<file path="src/rtl/reg_read.sv">
// Register-read stage: owns the integer register file, tracks pending writes
// in a per-register scoreboard and hands one operand packet to execute.
module reg_read #(
    parameter int LOGSIZE = 64,
    parameter int REGBITS = 5
) (
    input  logic               clk,
    input  logic               rst,
    input  logic               in_valid,
    output logic               in_ready,
    input  logic [REGBITS-1:0] in_rs1,
    input  logic [REGBITS-1:0] in_rs2,
    input  logic [REGBITS-1:0] in_rd,
    input  logic               in_rd_we,
    output logic               out_valid,
    input  logic               out_ready,
    output logic [LOGSIZE-1:0] out_rs1_val,
    output logic [LOGSIZE-1:0] out_rs2_val,
    output logic [REGBITS-1:0] out_rd,
    output logic               out_rd_we,
    input  logic               wb_en,
    input  logic [REGBITS-1:0] wb_rd,
    input  logic [LOGSIZE-1:0] wb_data,
    input  logic               flush
);

    localparam int NREG = 1 << REGBITS;

    logic [LOGSIZE-1:0] rf [NREG];
    logic [NREG-1:0]    busy;
    logic [NREG-1:0]    busy_next;
    logic [NREG-1:0]    wb_mask;
    logic [NREG-1:0]    busy_eff;
    logic [LOGSIZE-1:0] rs1_val;
    logic [LOGSIZE-1:0] rs2_val;
    logic               rd_we_g;
    logic               hazard;
    logic               accept;

    always_comb begin
        wb_mask = '0;
        if (wb_en) wb_mask[wb_rd] = 1'b1;
    end

    // A pending write whose writeback is on the bus this cycle no longer blocks.
    assign busy_eff = busy & ~wb_mask;

    always_comb begin
        rs1_val = rf[in_rs1];
        if (in_rs1 == '0)
            rs1_val = '0;
        else if (wb_en && wb_rd == in_rs1)
            rs1_val = wb_data;
    end

    always_comb begin
        rs2_val = rf[in_rs2];
        if (in_rs2 == '0)
            rs2_val = '0;
        else if (wb_en && wb_rd == in_rs2)
            rs2_val = wb_data;
    end

    assign rd_we_g  = in_rd_we && (in_rd != '0);
    assign hazard   = in_valid && (busy_eff[in_rs1] || busy_eff[in_rs2] ||
                                   (in_rd_we && busy_eff[in_rd]));
    assign in_ready = (!out_valid || out_ready) && !hazard && !flush;
    assign accept   = in_valid && in_ready;

    // Order matters: writeback clear, then flush clear, then accept set wins.
    always_comb begin
        busy_next = busy & ~wb_mask;
        if (flush && out_valid && out_rd_we) busy_next[out_rd] = 1'b0;
        if (accept && rd_we_g) busy_next[in_rd] = 1'b1;
        busy_next[0] = 1'b0;
    end

    always_ff @(posedge clk) begin
        if (rst) begin
            out_valid   <= 1'b0;
            out_rs1_val <= '0;
            out_rs2_val <= '0;
            out_rd      <= '0;
            out_rd_we   <= 1'b0;
            busy        <= '0;
            for (int i = 0; i < NREG; i++) rf[i] <= '0;
        end else begin
            if (wb_en && wb_rd != '0) rf[wb_rd] <= wb_data;
            busy <= busy_next;
            if (accept) begin
                out_valid   <= 1'b1;
                out_rs1_val <= rs1_val;
                out_rs2_val <= rs2_val;
                out_rd      <= in_rd;
                out_rd_we   <= rd_we_g;
            end else if (flush || out_ready) begin
                out_valid <= 1'b0;
            end
        end
    end

endmodule

</file>
<file path="config.mk">
export PLATFORM = sky130hd
export DESIGN_NAME = reg_read
export DESIGN_NICKNAME = d
export VERILOG_FILES = /design/src/rtl/reg_read.sv
export SDC_FILE = /design/constraint.sdc
export NUM_CORES = 2
export LEC_CHECK = 0
export BUFFER_PORTS_ARGS = -buffer_cell sky130_fd_sc_hd__buf_4
export CAP_MARGIN = 20
export CELL_PAD_IN_SITES_DETAIL_PLACEMENT = 2
export CELL_PAD_IN_SITES_GLOBAL_PLACEMENT = 2
export CORE_ASPECT_RATIO = 1.5
export CORE_MARGIN = 4
export CORE_UTILIZATION = 48
export CTS_CLUSTER_DIAMETER = 120
export CTS_CLUSTER_SIZE = 8
export DETAILED_ROUTE_END_ITERATION = 8
export PLACE_DENSITY = 0.78
export SYNTH_ARGS = -nofsm -noshare
export SYNTH_HDL_FRONTEND = slang
export SYNTH_SLANG_ARGS = --single-unit
</file>
<file path="constraint.sdc">
create_clock -name clk -period 22.6 [get_ports clk]
set_input_delay 3.39 -clock clk [delete_from_list [all_inputs] [get_ports clk]]
set_output_delay 3.39 -clock clk [all_outputs]
set_load 0.03 [all_outputs]
</file>
==> results.sh <==
export IMPL_outcome="completed"
export IMPL_synth_area_leader_cell="edfxtp_1"
export IMPL_drt_iter0_markers=12860
export IMPL_ir_worst_vdd_mv=0.05869
export IMPL_synth_ff_type="edfxtp_1"
export IMPL_numCtsBuffers=318
export IMPL_holdPathEnd="out_rs2_val[14]"
export IMPL_drc=0
export IMPL_fillCellCount=20880
export IMPL_holdCritStartpoint="out_rs2_val[14]"
export IMPL_ys_ff_latch=2214
export IMPL_yosysUniqueCellTypes=64
export IMPL_synth_area_sq_um=116500
export IMPL_drive_gt1_share_pct=28.04
export IMPL_fin_cells=10880
export IMPL_crit_required_ns=19.21
export IMPL_path_clk_slew_ns=0.05
export IMPL_first_pass_iters=8
export IMPL_io_buffers=226
export IMPL_syn_area_per_cell_sq_um=15.75
export IMPL_dp_cells=10320
export IMPL_worst_pin_slew_ns=1.289
export IMPL_postRouteAntennaNets=0
export IMPL_grt_pass1_wl_microns=684900
export IMPL_hold_buffers=0
export IMPL_placed_area_sq_um=121700
export IMPL_rows=221
export IMPL_synth_common_cells="edfxtp_1 (2048), and2_1 (1991), mux4_2 (1267)"
export IMPL_slew_headroom_pct=14.07
export IMPL_setup_viol=0
export IMPL_min_path_cells=2
export IMPL_grt_pass1_vias=84660
export IMPL_cts_resized=0
export IMPL_seq_area_frac_synth_pct=55.66
export IMPL_start_kind="primary input"
export IMPL_die_h_microns=611.3
export IMPL_via_per_inst=7.323
export IMPL_detail_route_wl_per_cell_microns=45.51
export IMPL_cts_tree="built"
export IMPL_syn_inst=7395
export IMPL_final_seq_area_sq_um=64820
export IMPL_r2r_slack_ns=17.81
export IMPL_num_vias=79650
export IMPL_leakage_nw=45.29
export IMPL_syn_to_final_growth_pct=12.27
export IMPL_fmax_mhz=96.77
export IMPL_core_area_sq_um=241400
export IMPL_cts_root_buf="clkbuf_16"
export IMPL_r2r_end="out_rs1_val[27]"
export IMPL_dp_hpwl_microns=268800
export IMPL_cp_arrival_ns=6.94
export IMPL_synthTopCellsByArea="edfxtp_1 (53%), mux4_2 (25%), and2_1 (11%)"
export IMPL_holdWs_ns=0.4609
export IMPL_fp_dieW_microns=410.2
export IMPL_rr_startpoint="busy[31]"
export IMPL_r2r_cells=9
export IMPL_gp_congestion=0.8532
export IMPL_fin_setup_tns_ns=0
export IMPL_hold_violations=0
export IMPL_clock_latency_ns=0.88
export IMPL_clk_path_buf_depth=4
export IMPL_netlist_area_leader_share_pct=52.81
export IMPL_crit_fanout=50
export IMPL_num_nets_final=7495
export IMPL_synth_most_common_cell="edfxtp_1"
export IMPL_fin_skew_ns=0.04834
export IMPL_grt_max_degree=119
export IMPL_rsz0062_at_grt="no"
export IMPL_grt_antenna_before_repair=69
export IMPL_routed_wl_microns=494900
export IMPL_maxCapViolations=0
export IMPL_critical_path_endpoint_type="primary output"
export IMPL_grt_ovfl_total=0
export IMPL_grt_use_total_pct=39.04
export IMPL_dieArea_sq_um=250700
export IMPL_cts_setup_buffers=0
export IMPL_slew_violations=0
export IMPL_yosysWarningCount=0
export IMPL_htree_levels=5
export IMPL_path_class="in -> out"
export IMPL_multi_input_area_sq_um=49200
export IMPL_ioPinCount=227
export IMPL_synth_edf_count=2048
export IMPL_post_route_util_pct=54.16
export IMPL_synth_async_reset_ratio_pct=0
export IMPL_powerDensity_nw_per_um2=81.25
export IMPL_start_util_pct=48.24
export IMPL_final_cell_area_sq_um=130800
export IMPL_period_needed_ns=10.33
export IMPL_clkSinkCount=2214
export IMPL_finalCritPeriodShare_pct=45.72
export IMPL_holdCritPathClass="reg -> reg"
-- layout make-up --
class | count | share of cell area (%)
flip-flops and latches | 2214 | 49.58
multi-input cells | 4419 | 37.63
clock buffers | 492 | 6.691
well taps | 3233 | 3.094
repair buffers | 434 | 2.742
clock inverters | 13 | 0.1043
diodes | 54 | 0.1033
inverters | 17 | 0.06029
-- per-stage QoR --
step	setup WS (ns)	power (mW)
2_1_floorplan	13.13	5.648
3_3_place_gp	12.10	6.074
5_1_grt	11.98	10.86
3_5_place_dp	12.24	6.156
6_report	12.27	10.62
4_1_cts	12.21	10.62
-- per-layer routing --
metal	vias to the layer above	GRT usage [%]	wire, microns
li1	28640	-	-
met1	42310	47.95	165500
met2	6968	63.51	240500
met3	1715	9.008	57610
met4	16	22.74	31180
met5	-	0	132
-- layout by cell type (no fill, tap or decap), types with 54 or more instances in the layout --
master,instances
edfxtp_1,2048
buf_4,406
conb_1,64
mux2i_1,264
diode_2,54
and2_1,1991
mux4_2,1267
dfxtp_1,166
o211ai_1,134
clkbuf_1,167
clkbuf_16,324
nand2_1,295
-- how the worst max path moves through the flow --
| stage | slack, ns | to | from | depth (start not counted) |
|---|---|---|---|---|
| 6_report | 12.27 | in_ready | in_rs1[0] | 10 |
| 5_1_grt | 11.98 | in_ready | in_rs1[0] | 10 |
| 4_1_cts | 12.21 | in_ready | in_rs1[0] | 10 |
| 3_5_place_dp | 12.24 | in_ready | in_rs1[0] | 10 |
| 3_3_place_gp | 12.10 | in_ready | in_rs1[0] | 10 |
| 2_1_floorplan | 13.13 | in_ready | wb_rd[3] | 9 |
-- sequential cells by signal, summed over array words and instances, names as in the netlist --
register / count
out_rd_we: 1
out_rs1_val: 64
rf: 2048
out_rd: 5
busy: 31
out_rs2_val: 64
out_valid: 1
-- critical path, stage by stage --
cell and delay (ns):
buf_8 0.39, buf_4 0.77, xor2_1 0.35, o311ai_1 0.37, o311ai_1 0.16, o2111ai_1 0.17
o211ai_1 0.34, or4_1 0.51, a21boi_1 0.18, buf_4 0.18
-- power by group --
group          switching, mW  internal [mW]
registers              0.145           4.71
logic                  0.747          0.525
clock network           1.87           2.63
-- logic make-up after synthesis --
group | after synthesis | synth area share [%]
AOI/OAI and AO/OA | 343 | 2.110
xor gates and xnor gates | 10 | 0.07521
muxes | 1544 | 26.90
DFF | 2214 | 55.66
other | 1 | 0.003220
buffers and inverters | 825 | 2.769
and+or+nand+nor | 2458 | 12.48
Power figures use the tool's default switching activity.
